--- config.mk ---
export PLATFORM = sky130hd
export DESIGN_NAME = adc_spi_responder
export DESIGN_NICKNAME = d
export VERILOG_FILES = /design/src/rtl/adc_spi_pkg.sv /design/src/rtl/spi_pin_sync.sv /design/src/rtl/adc_spi_responder.sv
export SDC_FILE = /design/constraint.sdc
export NUM_CORES = 1
export LEC_CHECK = 0
export ABC_AREA = 1
export ABC_CLOCK_PERIOD_IN_PS = 3400
export CAP_MARGIN = 15
export CELL_PAD_IN_SITES_DETAIL_PLACEMENT = 0
export CELL_PAD_IN_SITES_GLOBAL_PLACEMENT = 2
export CORE_UTILIZATION = 35
export CTS_CLUSTER_SIZE = 40
export DETAILED_ROUTE_END_ITERATION = 7
export DONT_BUFFER_PORTS = 1
export PLACE_DENSITY = 0.83
export SYNTH_ARGS = -nofsm -noshare
export SYNTH_HDL_FRONTEND = slang
export SYNTH_SLANG_ARGS = --single-unit
--- constraint.sdc ---
create_clock -name clk -period 3.4 [get_ports clk]
set_input_delay 0.17 -clock clk [delete_from_list [all_inputs] [get_ports clk]]
set_output_delay 0.17 -clock clk [all_outputs]
set_load 0.005 [all_outputs]
--- src/rtl/adc_spi_pkg.sv ---
// adc_spi_pkg
// Shared definitions for the MCP3204 SPI responder model:
//   - frame constants (control bit count, channel count)
//   - FSM state encoding
//   - differential subtract-and-clamp helper
package adc_spi_pkg;

    localparam int CMD_BITS = 4;   // SGL/DIFF, D2, D1, D0
    localparam int NUM_CH   = 4;

    // Frame-level state encoding. Kept as plain constants so older tools
    // and netlist viewers show stable, readable values.
    typedef logic [2:0] state_t;
    localparam state_t ST_IDLE       = 3'd0;
    localparam state_t ST_WAIT_START = 3'd1;
    localparam state_t ST_CMD        = 3'd2;
    localparam state_t ST_NULL       = 3'd3;
    localparam state_t ST_DATA       = 3'd4;
    localparam state_t ST_DONE       = 3'd5;

    // Working width of the subtract helper; DATA_W must not exceed this.
    localparam int CALC_W = 32;

    // minuend - subtrahend with one extra bit so a borrow shows up as a
    // sign bit; a negative difference becomes 0 rather than wrapping.
    function automatic logic [CALC_W-1:0] sub_clamp(
        input logic [CALC_W-1:0] minuend,
        input logic [CALC_W-1:0] subtrahend
    );
        logic [CALC_W:0] diff;
        diff = {1'b0, minuend} - {1'b0, subtrahend};
        return diff[CALC_W] ? '0 : diff[CALC_W-1:0];
    endfunction

endpackage

--- src/rtl/spi_pin_sync.sv ---
// spi_pin_sync
// Brings the asynchronous SPI pins into the clk domain and derives
// single-cycle edge pulses for sclk and cs_n.
// Ports:
//   clk, rst_n          system clock, async active-low reset
//   sclk, cs_n, mosi    raw SPI pins (asynchronous)
//   cs_n_s, mosi_s      synchronized chip select / data
//   sclk_rise/fall      one-cycle pulses on synchronized sclk edges
//   cs_rise/fall        one-cycle pulses on synchronized cs_n edges
module spi_pin_sync #(
    parameter int SYNC_STAGES = 2   // minimum 2
) (
    input  logic clk,
    input  logic rst_n,
    input  logic sclk,
    input  logic cs_n,
    input  logic mosi,
    output logic cs_n_s,
    output logic mosi_s,
    output logic sclk_rise,
    output logic sclk_fall,
    output logic cs_rise,
    output logic cs_fall
);

    logic [SYNC_STAGES-1:0] sclk_ff;
    logic [SYNC_STAGES-1:0] cs_ff;
    logic [SYNC_STAGES-1:0] mosi_ff;
    logic                   sclk_prev;
    logic                   cs_prev;

    // The cs_n chain resets to 0 on purpose: if cs_n is already low when
    // reset releases, no falling edge is seen, so the responder stays idle
    // until the controller deasserts and reasserts chip select.
    always_ff @(posedge clk or negedge rst_n) begin
        if (!rst_n) begin
            sclk_ff   <= '0;
            cs_ff     <= '0;
            mosi_ff   <= '0;
            sclk_prev <= 1'b0;
            cs_prev   <= 1'b0;
        end else begin
            sclk_ff   <= {sclk_ff[SYNC_STAGES-2:0], sclk};
            cs_ff     <= {cs_ff[SYNC_STAGES-2:0], cs_n};
            mosi_ff   <= {mosi_ff[SYNC_STAGES-2:0], mosi};
            sclk_prev <= sclk_ff[SYNC_STAGES-1];
            cs_prev   <= cs_ff[SYNC_STAGES-1];
        end
    end

    assign cs_n_s    = cs_ff[SYNC_STAGES-1];
    assign mosi_s    = mosi_ff[SYNC_STAGES-1];
    assign sclk_rise =  sclk_ff[SYNC_STAGES-1] & ~sclk_prev;
    assign sclk_fall = ~sclk_ff[SYNC_STAGES-1] &  sclk_prev;
    assign cs_rise   =  cs_ff[SYNC_STAGES-1]   & ~cs_prev;
    assign cs_fall   = ~cs_ff[SYNC_STAGES-1]   &  cs_prev;

endmodule

--- src/rtl/adc_spi_responder.sv ---
// adc_spi_responder
// Behaves like an MCP3204 4-channel ADC on its SPI pins. Decodes the start
// bit and four control bits, then returns a null bit and a DATA_W-bit
// result (MSB first) taken from the parallel ch_data inputs.
// Ports:
//   clk, rst_n      50 MHz system clock, async active-low reset
//   sclk, cs_n, mosi  SPI pins from the controller (asynchronous)
//   ch_data         channel values, CHn at [n*DATA_W +: DATA_W]
//   miso, miso_oe   ADC data out and its output enable
//   cmd_valid       one-cycle pulse when D0 is captured
//   cmd_single      latched SGL/DIFF bit
//   cmd_chan        latched {D1,D0}
//   xfer_done       one-cycle pulse after B0 has been driven
module adc_spi_responder
    import adc_spi_pkg::*;
#(
    parameter int DATA_W      = 12,
    parameter int SYNC_STAGES = 2
) (
    input  logic                     clk,
    input  logic                     rst_n,
    input  logic                     sclk,
    input  logic                     cs_n,
    input  logic                     mosi,
    input  logic [NUM_CH*DATA_W-1:0] ch_data,
    output logic                     miso,
    output logic                     miso_oe,
    output logic                     cmd_valid,
    output logic                     cmd_single,
    output logic [1:0]               cmd_chan,
    output logic                     xfer_done
);

    localparam int IDX_W = (DATA_W > 1) ? $clog2(DATA_W) : 1;
    localparam int CNT_W = $clog2(CMD_BITS);

    logic cs_n_s, mosi_s, sclk_rise, sclk_fall, cs_rise, cs_fall;

    spi_pin_sync #(
        .SYNC_STAGES (SYNC_STAGES)
    ) u_sync (
        .clk       (clk),
        .rst_n     (rst_n),
        .sclk      (sclk),
        .cs_n      (cs_n),
        .mosi      (mosi),
        .cs_n_s    (cs_n_s),
        .mosi_s    (mosi_s),
        .sclk_rise (sclk_rise),
        .sclk_fall (sclk_fall),
        .cs_rise   (cs_rise),
        .cs_fall   (cs_fall)
    );

    state_t                state;
    logic [CNT_W-1:0]      bit_cnt;
    logic [CMD_BITS-2:0]   cmd_sr;
    logic [IDX_W-1:0]      data_idx;
    logic [DATA_W-1:0]     result;

    logic                  rise_ok, fall_ok;
    logic [CMD_BITS-1:0]   cmd_word;
    logic [DATA_W-1:0]     ch [NUM_CH];
    logic [DATA_W-1:0]     pair_lo, pair_hi;
    logic [CALC_W-1:0]     diff_val;
    logic [DATA_W-1:0]     next_result;

    assign rise_ok  = sclk_rise & ~cs_n_s;
    assign fall_ok  = sclk_fall & ~cs_n_s;
    // On the D0 rise the full command is the three bits already shifted in
    // plus the bit currently on mosi: {SGL, D2, D1, D0}.
    assign cmd_word = {cmd_sr, mosi_s};

    // Result selection from the command being completed this cycle. It is
    // only registered on the D0 rise, so later ch_data changes are ignored.
    always_comb begin
        for (int i = 0; i < NUM_CH; i++) begin
            ch[i] = ch_data[i*DATA_W +: DATA_W];
        end
        pair_lo = ch[{cmd_word[1], 1'b0}];
        pair_hi = ch[{cmd_word[1], 1'b1}];
        if (cmd_word[0]) begin
            diff_val = sub_clamp(CALC_W'(pair_hi), CALC_W'(pair_lo));
        end else begin
            diff_val = sub_clamp(CALC_W'(pair_lo), CALC_W'(pair_hi));
        end
        if (cmd_word[3]) begin
            next_result = ch[cmd_word[1:0]];
        end else begin
            next_result = diff_val[DATA_W-1:0];
        end
    end

    // Frame FSM. A synchronized cs_n rise takes priority over everything,
    // including an sclk edge detected in the same cycle.
    always_ff @(posedge clk or negedge rst_n) begin
        if (!rst_n) begin
            state      <= ST_IDLE;
            miso       <= 1'b0;
            miso_oe    <= 1'b0;
            cmd_valid  <= 1'b0;
            xfer_done  <= 1'b0;
            cmd_single <= 1'b0;
            cmd_chan   <= 2'b00;
            bit_cnt    <= '0;
            cmd_sr     <= '0;
            data_idx   <= '0;
            result     <= '0;
        end else begin
            cmd_valid <= 1'b0;
            xfer_done <= 1'b0;
            if (cs_rise) begin
                state   <= ST_IDLE;
                miso    <= 1'b0;
                miso_oe <= 1'b0;
                bit_cnt <= '0;
            end else begin
                case (state)
                    ST_IDLE: begin
                        if (cs_fall) begin
                            state   <= ST_WAIT_START;
                            miso    <= 1'b0;
                            miso_oe <= 1'b1;
                        end
                    end
                    ST_WAIT_START: begin
                        if (rise_ok && mosi_s) begin
                            state   <= ST_CMD;
                            bit_cnt <= '0;
                        end
                    end
                    ST_CMD: begin
                        if (rise_ok) begin
                            cmd_sr <= cmd_word[CMD_BITS-2:0];
                            if (bit_cnt == CNT_W'(CMD_BITS-1)) begin
                                cmd_single <= cmd_word[3];
                                cmd_chan   <= cmd_word[1:0];
                                result     <= next_result;
                                cmd_valid  <= 1'b1;
                                state      <= ST_NULL;
                            end else begin
                                bit_cnt <= bit_cnt + 1'b1;
                            end
                        end
                    end
                    ST_NULL: begin
                        if (fall_ok) begin
                            miso     <= 1'b0;
                            data_idx <= IDX_W'(DATA_W-1);
                            state    <= ST_DATA;
                        end
                    end
                    ST_DATA: begin
                        if (fall_ok) begin
                            miso <= result[data_idx];
                            if (data_idx == '0) begin
                                xfer_done <= 1'b1;
                                state     <= ST_DONE;
                            end else begin
                                data_idx <= data_idx - 1'b1;
                            end
                        end
                    end
                    ST_DONE: begin
                        if (rise_ok || fall_ok) begin
                            miso <= 1'b0;
                        end
                    end
                    default: begin
                        state <= ST_IDLE;
                        miso  <= 1'b0;
                    end
                endcase
            end
        end
    end

endmodule

; Word-level counts from Yosys, hierarchy flattened
; Index checks and enable logic that the tools add are counted.
[word_totals]
register_bits = 39
out_inout_bits = 7
word_cells = 124
[op_classes]
add_sub_neg = 4
n_lt_le_gt_ge = 4
n_eq_ne = 20
n_mux = 50
bitwise_logic = 14
reduce_logical = 16
[ops]
columns = cell, count
row1 = 12-bit two-way mux, 10
row2 = 12-bit binary-select mux with 2-bit select, 3
row3 = 3-bit != test (second input constant), 9
row4 = 12-bit by 12-bit subtractor with 13-bit output, 2
row5 = 3-bit two-way mux, 8
row6 = 3-bit one-hot mux with 6 select lines, 1
row7 = 1-bit two-way mux, 17
row8 = 4-bit two-way mux, 3
row9 = 5-bit AND reduction, 2
row10 = 3-bit >= comparator (second input constant), 3
row11 = 2-bit inverter with 3-bit output, 3
row12 = 2-bit two-way mux, 4
row13 = 2-bit != test (second input constant), 4
row14 = 4-bit one-hot mux with 2 select lines, 1
row15 = 4-bit AND reduction, 2
row16 = 8-bit AND reduction, 1
row17 = 1-bit bitwise AND, 6
row18 = 3-bit by 2-bit == test with 1-bit output (second input constant), 2
row19 = 3-bit == test (second input constant), 2
row20 = 2-bit nonzero test, 3
row21 = 4-bit by 5-bit < comparator with 1-bit output (second input constant), 1
row22 = 1-bit inverter, 5
row23 = 1-bit one-hot mux with 5 select lines, 1
row24 = 1-bit binary-select mux with 4-bit select, 1
row25 = other kinds (14), 14

; Depth between registers and ports, before layout
; Gate-level depths: netlist of run 1.
[depth]
ltp_word = 8
mapped_depth = 20
depth_no_buf = 17

; Modules after synthesis
; Synthesis of run 1 repeated with hierarchy kept, for this count alone.
[unflattened]
cells_unflattened = 600
area_unflattened_um2 = 3821.2
[modules_own_cells]
columns = module, instances, cells_per_inst, area_each_um2, seq_area_each_um2
row1 = adc_spi_responder, 1, 584, 3590.9, 775.7
row2 = spi_pin_sync, 1, 16, 230.2, 200.2

; Least setup slack after synthesis of run 1
; OpenSTA, ideal clock, no wires.
[synth_path]
kind = reg-to-reg
from = register cmd_sr[0]
to = register result[3]
t_arrival_ns = 2.520
path_slack_ns = 0.764
path_stages_with_launch = 18
n_path_buf = 2
period_less_slack_ns = 2.636
path_cell_list = dfrtp_1 > inv_2 > clkbuf_1 > or2_2 > o21ai_0 > inv_1 > fa_1 > nand3_1 > nand3_1 > nand3_1 > nand3_1 > nand2_1 > inv_2 > buf_4 > o21ai_0 > nand3_1 > nand2_1 > nand2_1
[synth_between]
elab_chain_len = 8
[synth_rtl]
columns = item, line
row1 = "start, declared", adc_spi_responder.sv:57  ; logic [CMD_BITS-2:0] cmd_sr;
row2 = "start signal, assigned", adc_spi_responder.sv:134  ; cmd_sr <= cmd_word[CMD_BITS-2:0];
row3 = 2-bit inverter with 3-bit output (on tied branches), "adc_spi_responder.sv:80, adc_spi_responder.sv:81"
row4 = 12-bit binary-select mux with 2-bit select (on tied branches), "adc_spi_responder.sv:80, adc_spi_responder.sv:81"
row5 = 12-bit two-way mux (on tied branches) (2 in a row), "adc_spi_responder.sv:80, adc_spi_responder.sv:81"
row6 = 12-bit by 12-bit subtractor with 13-bit output, adc_spi_pkg.sv:31  ; diff = {1'b0, minuend} - {1'b0, subtrahend};
row7 = 12-bit two-way mux, adc_spi_pkg.sv:32  ; return diff[CALC_W] ? '0 : diff[CALC_W-1:0];
row8 = 12-bit two-way mux, adc_spi_responder.sv:82  ; if (cmd_word[0]) begin
row9 = 12-bit two-way mux (*), adc_spi_responder.sv:87  ; if (cmd_word[3]) begin
row10 = "end signal, assigned", adc_spi_responder.sv:138  ; result <= next_result;
row11 = "end, declared", adc_spi_responder.sv:59  ; logic [DATA_W-1:0] result;
; Mark *: on every way between the ends. The rest lies on a longest branch, timed or not. The select of a mux whose other input is x is not followed.
; A chain may end at the register's enable or synchronous reset.

; Final worst setup path of run 1
; Ends and elaborated chain as after synthesis.

==> results_dict.tcl, run 1 <==
set metrics [dict create \
    status "completed" \
    h-tree-depth 2 \
    wl_mm 10.7 \
    sw_frac_of_total_pct 56.3 \
    vias 3655 \
    p_leak_nw 2.06 \
    yosysMostFrequentCell "nand2_1" \
    powerDensity_nw_per_um2 961 \
    dp_hpwl_mm 8.65 \
    finish.utilization_pct 38.7 \
    clock_path_buffers 2 \
    slew_headroom_pct 54.0 \
    pwr-share-clk_pct 8.2 \
    pwr-share-seq_pct 18.2 \
    gp_congestion 0.904 \
    cts_tree "yes" \
    post_synth.cell_area_avg_sq_um 6.37 \
    cts_setup_buffers 0 \
    hold_viol_final 0 \
    cap_violations 0 \
    antenna_found_initial 0 \
    initial_core_util_pct 36.5 \
    postRouteAntennaNets 0 \
    synthDistinctLibCells 38 \
    path_class "reg2reg" \
    startpoint_type "flop" \
    rsz0062_at_grt "no" \
    setup-violations-final 0 \
    rr_worst_depth 17 \
    drt_iter0_drc 237 \
    drc_errors 0 \
    crit_path_end_kind "flop" \
    yosys.area.top_type_share_pct 25.7 \
    switching_power_mw 2.18 \
    syn-num-nets 679 \
    ys_top_cells_by_area "dfrtp_1 26%, nand2_1 16%, inv_1 9.2%" \
    ioPinCount 60 \
    core_sq_um 10400 \
    diodes 0 \
    peakVddDrop_v 0.000337 \
    port_buffers 0 \
    die_x_microns 106 \
    async_flop_share_pct 100 \
    rows 37 \
    area_delta_synth_final_pct 6.06 \
    yosysWarnings 0 \
    yosys_register_bits 39 \
    clk_latency_ns 0.29 \
    yosys_most_used_dff "dfrtp_1" \
    drive_above_1_share_pct 8.94 \
    worstPathArrival_ns 3.21 \
    hold_path_class "in2reg" \
    clockRootBuffer "clkbuf_8" \
    grt_pass1_vias 3432 \
    grt_pass1_wl_mm 17.4 \
    fin_crit_sh_pct 89.0 \
    synth_edf_count 0 \
    period_needed_ns 3.03 \
    yosys-top-cells-count "163 x nand2_1, 93 x inv_1, 55 x nand3_1" \
    comb_power_share_pct 73.6 \
    cts.reportedPaths.clkPinSlew_ns 0.08 \
    fin_setup_tns_ns 0 \
    groute.usage.overall_pct 19.6 \
    cts-buffers-inserted 5 \
    routed_via_density 5.01 \
    slew_violations 0 \
    wl_per_cell_microns 14.7 \
    die-area_sq_um 11300 \
    synth_area_sq_um 3800 \
    critPathRequiredTime_ns 3.58 \
    critPathMaxFanout 26 \
    min_path_cells 4 \
    gr-total-overflow 0 \
    internal_power_mw 1.69 \
    layout.nets 674 \
    ys_seq_area_share_pct 25.7 \
    yosys.area.top_type "dfrtp_1" \
    cts_sinks 39 \
    grt_max_degree 40 \
    chipHeight_microns 106 \
    syn_inst 597 \
    max_freq_mhz 330 \
    skew_ns 0.00669 \
    worstMarginPinSlew_ns 0.689 \
    firstDrtPassIters 4 \
]
[flip-flops by register name, indices dropped and copies added, names as in the netlist]
name              count
bit_cnt               2
cmd_chan              2
cmd_single            1
cmd_sr                3
cmd_valid             1
data_idx              4
miso                  1
miso_oe               1
result               12
state                 3
u_sync.cs_ff          2
u_sync.cs_prev        1
u_sync.mosi_ff        2
u_sync.sclk_ff        2
u_sync.sclk_prev      1
xfer_done             1
[timing repair]
action | in CTS | in global routing
hold endpoints to repair | 42 | 0
hold buffers | 5 | 0
endpoints found under the setup margin | 0 | 1
resized for setup | 0 | 2
[layout make-up]
class | count | area, sq um
inverter | 99 | 372
fill | 1144 | 6380
tap | 136 | 170
clock inverter | 3 | 20.0
timing repair buffer | 8 | 82.6
multi-input combinational | 439 | 2340
clock buffer | 5 | 68.8
sequential | 39 | 976
[layout by cell type (no fill, tap or decap)]
cell	count
o21bai_1	2
o21ai_2	6
o211ai_1	3
o22ai_1	3
nor2_2	2
or2_0	1
inv_1	93
dfrtp_1	39
buf_12	1
a22oi_1	1
clkinv_1	1
ha_1	26
nand2_1	163
dlygate4sd3_1	4
xor2_1	7
nand3_1	55
o221ai_1	1
nor3_1	2
o21ai_1	7
nand2_4	1
a2bb2oi_1	1
o2111ai_1	1
o21ai_0	50
nor3_2	3
nor2_4	2
clkbuf_8	5
nand4_1	8
ha_2	1
nor2_1	43
nor4_1	1
or2_2	21
inv_2	5
or2_1	2
buf_4	3
xnor2_1	3
fa_1	2
a21oi_1	21
clkinvlp_4	2
clkinv_2	1
[worst paths after layout]
check / start / endpoint / slack (ns)
min in group asynchronous: rst_n / result[1] / 0.37
max in group asynchronous: rst_n / data_idx[1] / 2.85
hold / removal: ch_data[0] / result[0] / 0.27
setup / recovery: cmd_sr[0] / result[3] / 0.37
hold reg to reg: u_sync.cs_ff[0] / u_sync.cs_ff[1] / 0.36
setup reg to reg: cmd_sr[0] / result[3] / 0.37
[layer usage]
| layer | GRT usage [%] | part of all wire (%) |
|---|---|---|
| met3 | 2.33 | 4.6 |
| met4 | 3.27 | 0.76 |
| met2 | 32.1 | 45 |
| met1 | 27.9 | 49 |
| met5 | 0 | 0 |
[per-stage QoR]
stage                     power [mW]  hold WS [ns]  area [sq um]  std cells  setup slack (ns)
after global placement          3.53        -0.124          3880        716             0.388
after CTS                       3.88         0.297          4030        729             0.309
after detailed placement        3.53        -0.124          3880        716             0.320
final                           3.88         0.271          4030        729             0.374
after floorplan                 2.87        -0.126          3800        597             0.764
after global routing            4.33         0.307          4030        729            0.0361
[power groups by stage]
stage                     Combinational (mW)  Sequential [mW]  Clock, mW
after floorplan                         2.19            0.676          0
final                                   2.85            0.705      0.317
after global placement                  2.83            0.705          0
after detailed placement                2.82            0.711          0
after CTS                               2.85            0.702      0.323
after global routing                    3.26            0.721      0.346
[worst max-delay path, stage by stage, from the launching register on]
cell,delay (ns)
dfrtp_1,0.40
inv_2,0.26
or2_0,0.14
o21ai_0,0.14
inv_1,0.12
ha_2,0.19
inv_1,0.05
fa_1,0.46
nand3_1,0.10
nand3_1,0.15
nand3_1,0.11
nand3_1,0.08
nand2_1,0.12
inv_2,0.14
o21ai_0,0.15
nand3_1,0.13
nand2_1,0.12
nand2_1,0.05
[cells by family (layout without fill, tap and decap cells)]
| group | count (synthesis) | count (layout) | share of synthesized area (%) |
|---|---|---|---|
| compound gates | 96 | 96 | 14.0 |
| xor+xnor | 10 | 10 | 2.30 |
| fa+ha+maj | 29 | 29 | 9.94 |
| buf+inv | 119 | 115 | 12.8 |
| flops | 39 | 39 | 25.7 |
| simple gates | 304 | 304 | 35.3 |
Power figures use the tool's default switching activity.
==> inputs of run 2 (changes only) <==
--- a/config.mk
+++ b/config.mk
@@ -6,7 +6,7 @@
 export NUM_CORES = 1
 export LEC_CHECK = 0
 export ABC_AREA = 1
-export ABC_CLOCK_PERIOD_IN_PS = 3400
+export ABC_CLOCK_PERIOD_IN_PS = 3200
 export CAP_MARGIN = 15
 export CELL_PAD_IN_SITES_DETAIL_PLACEMENT = 0
 export CELL_PAD_IN_SITES_GLOBAL_PLACEMENT = 2
==> constraint.sdc (replaced) <==
create_clock -name clk -period 3.2 [get_ports clk]
set_input_delay 0.16 -clock clk [delete_from_list [all_inputs] [get_ports clk]]
set_output_delay 0.16 -clock clk [all_outputs]
set_load 0.005 [all_outputs]
==> results_dict.tcl, run 2 (synthesis gave the netlist of run 1 again) <==
set metrics [dict create \
    groute.usage.overall_pct 19.9 \
    cts.reportedPaths.clkPinSlew_ns 0.08 \
    rows 37 \
    rsz0062_at_grt "no" \
    setup-violations-final 0 \
    h-tree-depth 2 \
    clk_latency_ns 0.30 \
    die-area_sq_um 11300 \
    ioPinCount 60 \
    postRouteAntennaNets 0 \
    gp_congestion 0.912 \
    pre_cts_ws_ns 0.286 \
    drive_above_1_share_pct 8.92 \
    layout.cells.non_filler 730 \
    top_regs "result (12), data_idx (4)" \
    fillers 1168 \
    crit_path_end_kind "flop" \
    slew_headroom_pct 54.7 \
    grt_pass1_wl_mm 17.4 \
    cts-buffers-inserted 5 \
    switching_power_mw 2.34 \
    dp_cells 717 \
    skew_ns 0.00343 \
    slew_violations 0 \
    core_sq_um 10400 \
    cts_sinks 39 \
    firstDrtPassIters 5 \
    fin_ws_ns 0.298 \
    cap_violations 0 \
    grt_pass1_vias 3390 \
    gr-total-overflow 0 \
    chipHeight_microns 106 \
    whs_ns 0.278 \
    fin_setup_tns_ns 0 \
    critPathMaxFanout 26 \
    clock_path_buffers 2 \
    pwr-share-seq_pct 17.9 \
    power_mw 4.15 \
    p_leak_nw 2.07 \
    powerDensity_nw_per_um2 1030 \
    wl_mm 10.7 \
    status "completed" \
    antenna_found_initial 0 \
    regMostFlops "result" \
    clockRootBuffer "clkbuf_8" \
    vias 3650 \
    hold_path_class "in2reg" \
    layout.nets 675 \
    critPathRequiredTime_ns 3.44 \
    period_needed_ns 2.90 \
    worstPathArrival_ns 3.15 \
    mostFrequentLayoutCells "163 x nand2_1, 93 x inv_1, 55 x nand3_1, 51 x o21ai_0, 43 x nor2_1" \
    wl_per_cell_microns 14.7 \
    hold_viol_final 0 \
    internal_power_mw 1.81 \
    drt_iter0_drc 216 \
    cts_tree "yes" \
    fin_crit_sh_pct 90.7 \
    drc_errors 0 \
    die_x_microns 106 \
    final_common_cell "nand2_1" \
    path_class "reg2reg" \
    worstMarginPinSlew_ns 0.679 \
    initial_core_util_pct 36.5 \
    dp_hpwl_mm 8.72 \
    grt_max_degree 40 \
    startpoint_type "flop" \
    cts_setup_buffers 0 \
    port_buffers 0 \
    largest_reg_flops 12 \
    area_delta_synth_final_pct 6.29 \
    cts.repair.resized 0 \
    peakVddDrop_v 0.000325 \
    regToRegSetupSlack_ns 0.30 \
    sw_frac_of_total_pct 56.3 \
    diodes 0 \
    pwr-share-clk_pct 8.5 \
    routed_via_density 5.00 \
    comb_power_share_pct 73.6 \
    max_freq_mhz 345 \
]
==> run 2: timing repair <==
| action | CTS | global route |
|---|---|---|
| endpoints found under the hold margin | 42 | 0 |
| hold buffers | 5 | 0 |
| endpoints found under the setup margin | 0 | 0 |
==> run 2: layout make-up <==
cell class | count | area (sq um) | share of cell area [%]
clock buffers | 5 | 68.8 | 1.70
clock inverters | 3 | 23.8 | 0.588
inverters | 99 | 372 | 9.20
multi-input cells | 439 | 2340 | 57.9
flip-flops and latches | 39 | 976 | 24.2
well taps | 136 | 170 | 4.21
repair buffers | 9 | 90.1 | 2.23
==> run 2: power by group through the flow <==
| stage | combinational [mW] | sequential [mW] | clock [mW] |
|---|---|---|---|
| global route | 3.48 | 0.762 | 0.386 |
| finish | 3.05 | 0.744 | 0.353 |
| floorplan | 2.33 | 0.718 | 0 |
| CTS | 3.06 | 0.743 | 0.358 |
| detailed placement | 3.03 | 0.751 | 0 |
| global placement | 3.03 | 0.751 | 0 |
==> run 2: through the flow <==
stage / area, sq um / util (%)
floorplan: 3800 / -
global placement: 3890 / 37.3
detailed placement: 3890 / 37.3
CTS: 4040 / 38.8
global route: 4040 / 38.8
finish: 4040 / 38.8
==> run 2: layer usage <==
layer  GRT usage, %  share of wire [%]  vias to the layer above
li1               -                  -                     1879
met1           28.9                 50                     1654
met2           31.0                 44                      104
met3           2.51                4.2                       13
met4           4.86                1.8                        0
met5              0                  0                        -
==> run 2: path summary, 6_finish.rpt <==
path	from	end	depth (start not counted)
min reg2reg	u_sync.mosi_ff[0]	u_sync.mosi_ff[1]	0
min	ch_data[17]	result[5]	6
max in group asynchronous	rst_n	result[11]	2
min in group asynchronous	rst_n	data_idx[2]	2
max reg2reg	cmd_sr[0]	result[4]	15
max	cmd_sr[0]	result[4]	15
==> run 2: critical path: stages, from the launching register on <==
cell and delay, ns:
dfrtp_1 0.38, inv_2 0.15, or2_2 0.30, o21ai_0 0.15, inv_1 0.08, ha_1 0.45, nand2_1 0.16, nor2_1 0.28
nand3_1 0.12, nand3_1 0.08, nand2_1 0.07, inv_2 0.21, nand2_1 0.09, o211ai_1 0.14, nand2_1 0.09, nand2_1 0.06
